**src/rtl/spi_pkg.sv**
```systemverilog
// Shared encodings for the SPI command decoder / register bank.
package spi_pkg;

   localparam int ADDR_W = 7;
   localparam int CMD_WR_BIT = 7;
   localparam logic [ADDR_W-1:0] ID_ADDR = 7'h7F;

   typedef enum logic [1:0] {
      IDLE  = 2'd0,
      WRITE = 2'd1,
      READ  = 2'd2
   } state_e;

endpackage

```
**src/rtl/sync_2ff.sv**
```systemverilog
// Two-flop synchronizer for a single asynchronous level input.
module sync_2ff #(
   parameter logic RESET_VAL = 1'b0
) (
   input  logic i_clk,
   input  logic i_reset,
   input  logic i_d,
   output logic o_q
);

   logic r_meta;
   logic r_sync;

   always_ff @(posedge i_clk) begin
      if (i_reset) begin
         r_meta <= RESET_VAL;
         r_sync <= RESET_VAL;
      end else begin
         r_meta <= i_d;
         r_sync <= r_meta;
      end
   end

   assign o_q = r_sync;

endmodule

```
**src/rtl/spi_reg_bank.sv**
```systemverilog
// Byte-framed read/write register bank behind a mode-0 SPI slave, with
// address auto-increment; CS high ends the frame.
module spi_reg_bank
   import spi_pkg::*;
#(
   parameter int          NUM_REGS = 16,
   parameter logic [7:0]  ID_VALUE = 8'hA5
) (
   input  logic                  i_clk,
   input  logic                  i_reset,
   input  logic                  i_spi_cs,
   input  logic [7:0]            i_rx_byte,
   input  logic                  i_rx_dv,
   output logic [7:0]            o_tx_byte,
   output logic                  o_tx_dv,
   output logic [NUM_REGS*8-1:0] o_regs_out,
   output logic                  o_wr_stb,
   output logic [ADDR_W-1:0]     o_wr_addr
);

   logic                  w_cs_s;
   logic                  w_rx_evt;
   logic [ADDR_W-1:0]     w_rd_addr;
   logic [7:0]            w_rd_data;
   logic                  w_wr_hit;

   logic                  r_rx_dv_q;
   state_e                r_state;
   logic [ADDR_W-1:0]     r_ptr;
   logic [NUM_REGS*8-1:0] r_regs;
   logic [7:0]            r_tx_byte;
   logic                  r_tx_dv;
   logic                  r_wr_stb;
   logic [ADDR_W-1:0]     r_wr_addr;

   // Reset to 1 so the frame is inactive until CS is seen low after reset.
   sync_2ff #(
      .RESET_VAL (1'b1)
   ) u_cs_sync (
      .i_clk   (i_clk),
      .i_reset (i_reset),
      .i_d     (i_spi_cs),
      .o_q     (w_cs_s)
   );

   assign w_rx_evt = i_rx_dv & ~r_rx_dv_q;

   // In IDLE the command byte addresses the read; in READ it is the next pointer.
   always_comb begin
      w_rd_addr = (r_state == IDLE) ? i_rx_byte[ADDR_W-1:0] : r_ptr + 7'd1;
      w_rd_data = 8'h00;
      if (w_rd_addr == ID_ADDR) w_rd_data = ID_VALUE;
      for (int n = 0; n < NUM_REGS; n++) begin
         if (w_rd_addr == ADDR_W'(n)) w_rd_data = r_regs[n*8 +: 8];
      end
      w_wr_hit = 1'b0;
      for (int n = 0; n < NUM_REGS; n++) begin
         if (r_ptr == ADDR_W'(n)) w_wr_hit = 1'b1;
      end
   end

   always_ff @(posedge i_clk) begin
      if (i_reset) begin
         r_rx_dv_q <= 1'b0;
         r_state   <= IDLE;
         r_ptr     <= '0;
         r_regs    <= '0;
         r_tx_byte <= 8'h00;
         r_tx_dv   <= 1'b0;
         r_wr_stb  <= 1'b0;
         r_wr_addr <= '0;
      end else begin
         r_rx_dv_q <= i_rx_dv;
         r_tx_dv   <= 1'b0;
         r_wr_stb  <= 1'b0;
         if (w_cs_s) begin
            r_state   <= IDLE;
            r_tx_byte <= 8'h00;
         end else if (w_rx_evt) begin
            unique case (r_state)
               IDLE: begin
                  r_ptr <= i_rx_byte[ADDR_W-1:0];
                  if (i_rx_byte[CMD_WR_BIT]) begin
                     r_state <= WRITE;
                  end else begin
                     r_state   <= READ;
                     r_tx_byte <= w_rd_data;
                     r_tx_dv   <= 1'b1;
                  end
               end
               WRITE: begin
                  for (int n = 0; n < NUM_REGS; n++) begin
                     if (r_ptr == ADDR_W'(n)) r_regs[n*8 +: 8] <= i_rx_byte;
                  end
                  if (w_wr_hit) begin
                     r_wr_stb  <= 1'b1;
                     r_wr_addr <= r_ptr;
                  end
                  r_ptr <= r_ptr + 7'd1;
               end
               READ: begin
                  r_ptr     <= r_ptr + 7'd1;
                  r_tx_byte <= w_rd_data;
                  r_tx_dv   <= 1'b1;
               end
               default: r_state <= IDLE;
            endcase
         end
      end
   end

   assign o_tx_byte  = r_tx_byte;
   assign o_tx_dv    = r_tx_dv;
   assign o_regs_out = r_regs;
   assign o_wr_stb   = r_wr_stb;
   assign o_wr_addr  = r_wr_addr;

endmodule
```
**config.mk**
```make
export PLATFORM = sky130hd
export DESIGN_NAME = spi_reg_bank
export DESIGN_NICKNAME = d
export VERILOG_FILES = /design/src/rtl/spi_pkg.sv /design/src/rtl/sync_2ff.sv /design/src/rtl/spi_reg_bank.sv
export SDC_FILE = /design/constraint.sdc
export NUM_CORES = 1
export LEC_CHECK = 0
export CELL_PAD_IN_SITES_DETAIL_PLACEMENT = 0
export CELL_PAD_IN_SITES_GLOBAL_PLACEMENT = 2
export CORE_MARGIN = 8
export CORE_UTILIZATION = 31
export DETAILED_ROUTE_END_ITERATION = 16
export HOLD_SLACK_MARGIN = 0.02
export PLACE_DENSITY = 0.9
export SYNTH_ARGS = -nofsm -noshare
export SYNTH_HDL_FRONTEND = slang
export SYNTH_SLANG_ARGS = --single-unit
```
**constraint.sdc**
```tcl
create_clock -name i_clk -period 3.3 [get_ports i_clk]
set_input_delay 0.495 -clock i_clk [delete_from_list [all_inputs] [get_ports i_clk]]
set_output_delay 0.495 -clock i_clk [all_outputs]
set_load 0.01 [all_outputs]
```
==> results.py <==
metrics = {
    "timing": {
        "skew_ns": 0.0125,
        "final-hold-violation-count": 0,
        "fmax_ghz": 0.329,
        "finalMaxSlewViolations": 0,
        "setup_tns_ns": 0,
        "period_needed_ns": 3.04,
        "slew_headroom_pct": 33.4,
        "setup_violations": 0,
        "finalCritPeriodShare_pct": 92.0,
        "rsz0062_at_grt": "false",
        "worst_pin_slew_ns": 0.999,
    },
    "synthesis": {
        "synth_top_cells_by_area": "dfxtp_1 (41%), mux2i_1 (18%), nor2_1 (8.4%)",
        "ys_ff_latch": 157,
        "avgSynthCellArea_um2": 9.05,
        "ys_async_sr_fraction_pct": 0,
        "synth_edf_count": 0,
        "synth_fp_nets": 871,
        "yosysUniqueCellTypes": 80,
        "ys_warn_count": 0,
        "syn_inst": 851,
        "netlist.top_cell.by_area": "dfxtp_1",
        "syn_area_um2": 7700,
        "synthTopCellsByCount": "nor2_1 (173), dfxtp_1 (157), mux2i_1 (135)",
        "synthFlopType": "dfxtp_1",
        "ys_seq_area_share_pct": 40.8,
        "post-synth-top-count-cell": "nor2_1",
        "yosys.area.top_type_share_pct": 40.8,
    },
    "global_route": {
        "grt_pass1_vias": 7136,
        "grt_pass1_wl_um": 45800,
        "grt_usage_pct": 19.5,
        "overflow": 0,
        "antenna_found_initial": 0,
        "grt_max_degree": 95,
    },
    "drt": {
        "vias": 7262,
        "remaining_drc_errors": 0,
        "routed_via_density": 5.37,
        "avgRoutedWirePerCell_um": 22.4,
        "drt_wl_total_um": 30400,
        "drt_iter0_drc": 634,
        "dr.pass1.iters": 5,
        "postRouteAntennaNets": 0,
    },
    "finish": {
        "fill_cells": 2399,
        "antenna_cells": 0,
        "multi_input_area_um2": 4220,
        "drive_above_1_share_pct": 11.7,
        "fin_nets": 1035,
        "final_util_pct": 42.4,
        "syn_to_final_growth_pct": 33.9,
        "regArea_um2": 3140,
    },
    "place": {
        "dp_hpwl_um": 22600,
        "portBuffers": 156,
        "place_congestion": 0.957,
    },
    "cts": {
        "cts_buffers": 17,
        "clkTransAtPathRegs_ns": 0.07,
        "clockBufferDepth": 2,
        "cts_tree": "built",
        "cts_hold_buf": 0,
        "htreeDepth": 4,
        "clk_latency_ns": 0.43,
        "cts_sinks": 157,
        "cts_root_buf": "clkbuf_16",
    },
    "critical_path": {
        "crit_required_ns": 3.66,
        "endpoint": "o_tx_byte[6]",
        "crit_path_start": "r_ptr[2]",
        "r2r_cells": 8,
        "cp_max_fo": 13,
        "crit_type": "reg2reg",
        "cp_data_arrival_time_ns": 3.40,
        "regToRegSetupSlack_ns": 0.26,
        "cp-start-kind": "flip-flop",
        "rr_endpoint": "o_tx_byte[6]",
        "endpoint_kind": "flip-flop",
        "timing.rr.start": "r_ptr[2]",
    },
    "power_and_ir_drop": {
        "total_power_mw": 4.06,
        "pwr_density_cell_nw_per_um2": 393,
        "p_leak_nw": 4.21,
        "vdd_drop_max_v": 0.000249,
    },
    "floorplanning": {
        "io_pins": 157,
        "die_h_um": 174,
        "die-area_um2": 30100,
        "rows": 57,
        "start_util_pct": 31.7,
        "fp.coreArea_um2": 24300,
        "chipWidth_um": 174,
    },
    "run_status": {
        "status": "finished, final reports clean",
    },
    "worst_hold_path": {
        "hold_path_class": "reg2reg",
    },
    "run": {
        "max-cap-violations": 0,
    },
}
[worst max-delay path, cell delays in order, from the launching register on]
cell and delay [ns]:
dfxtp_1 0.70, and3_1 0.35, mux2_2 0.43, nor2_4 0.25, nand2_1 0.26, o32ai_1 0.43, a221oi_1 0.12, a31o_1 0.27
a21oi_1 0.14
[timing repair]
item | 4_1_cts | 5_1_grt
resized for setup | 0 | 2
setup buffers | 0 | 0
setup endpoints to repair | 0 | 1
[cells in the final DEF, fill, tap and decap left out, drive strengths merged, types with 4 or more instances in the layout]
cell | Yosys | routed
a211oi | 6 | 6
a21o | 6 | 6
a21oi | 25 | 25
a221o | 5 | 5
a221oi | 10 | 10
a22oi | 16 | 16
a31oi | 5 | 5
and2 | 9 | 9
and3 | 11 | 11
buf | 23 | 54
clkbuf | 41 | 21
clkdlybuf4s50 | 0 | 155
clkinv | 1 | 6
clkinvlp | 0 | 4
dfxtp | 157 | 157
ha | 8 | 8
inv | 8 | 10
mux2i | 135 | 135
nand2 | 36 | 36
nand3 | 21 | 21
nand4 | 7 | 7
nor2 | 174 | 174
nor2b | 5 | 5
nor3 | 13 | 13
nor4 | 8 | 8
o211ai | 5 | 5
o21ai | 33 | 33
o221ai | 8 | 8
o22ai | 16 | 16
o31ai | 4 | 4
or2 | 4 | 4
[sequential cells by signal, summed over array words and instances (netlist names)]
register	flops
u_cs_sync.r_meta	1
r_rx_dv_q	1
o_wr_stb	1
u_cs_sync.o_q	1
o_tx_dv	1
r_state	2
o_wr_addr	7
o_regs_out	128
r_ptr	7
o_tx_byte	8
[cell families after synthesis]
group / after synthesis / share of synthesized area (%)
adder cells (fa/ha/maj): 8 / 1.30
XOR/XNOR: 2 / 0.423
AO/OA/AOI/OAI: 172 / 16.6
multiplexers: 136 / 17.7
flip-flops: 157 / 40.8
buffers and inverters: 73 / 4.36
AND/OR/NAND/NOR: 303 / 18.7
[stage by stage]
stage               setup slack, ns  cell area (um2)  cells  hold slack [ns]
finish                        0.264            10300   1352            0.418
global route                  0.132            10300   1352            0.432
CTS                           0.171            10300   1352            0.419
detailed placement            0.204             9760   1320            0.407
global placement              0.164             9760   1320            0.410
floorplan                     0.575             7700    851            0.389
[where the power goes]
group / internal, mW / switching [mW] / total (mW)
Combinational: 0.100 / 0.206 / 0.306
Clock: 1.01 / 0.835 / 1.84
Sequential: 1.90 / 0.00706 / 1.91
Total: 3.01 / 1.05 / 4.06
[routing by layer]
layer	up-vias	global-route usage, %	part of all wire [%]
li1	3401	-	-
met1	3547	25.6	45
met2	268	31.4	46
met4	0	5.63	2.1
met3	46	4.75	6.7
met5	-	0	0
[layout make-up]
type | instances | area share (%)
Clock buffer | 21 | 4.47
Clock inverter | 11 | 0.837
Inverter | 9 | 0.328
Multi-Input combinational cell | 621 | 41.0
Sequential cell | 157 | 30.5
Tap cell | 324 | 3.93
Timing Repair Buffer | 209 | 19.0
[how the worst min path moves through the flow]
stage / startpoint / end / slack [ns] / depth (start not counted)
final: u_cs_sync.r_meta / u_cs_sync.o_q / 0.42 / 1
after global routing: u_cs_sync.r_meta / u_cs_sync.o_q / 0.43 / 1
after CTS: u_cs_sync.r_meta / u_cs_sync.o_q / 0.42 / 1
after detailed placement: u_cs_sync.r_meta / u_cs_sync.o_q / 0.41 / 1
after global placement: u_cs_sync.r_meta / u_cs_sync.o_q / 0.41 / 1
after floorplan: u_cs_sync.r_meta / u_cs_sync.o_q / 0.39 / 1
(Power assumes the default switching activity.)
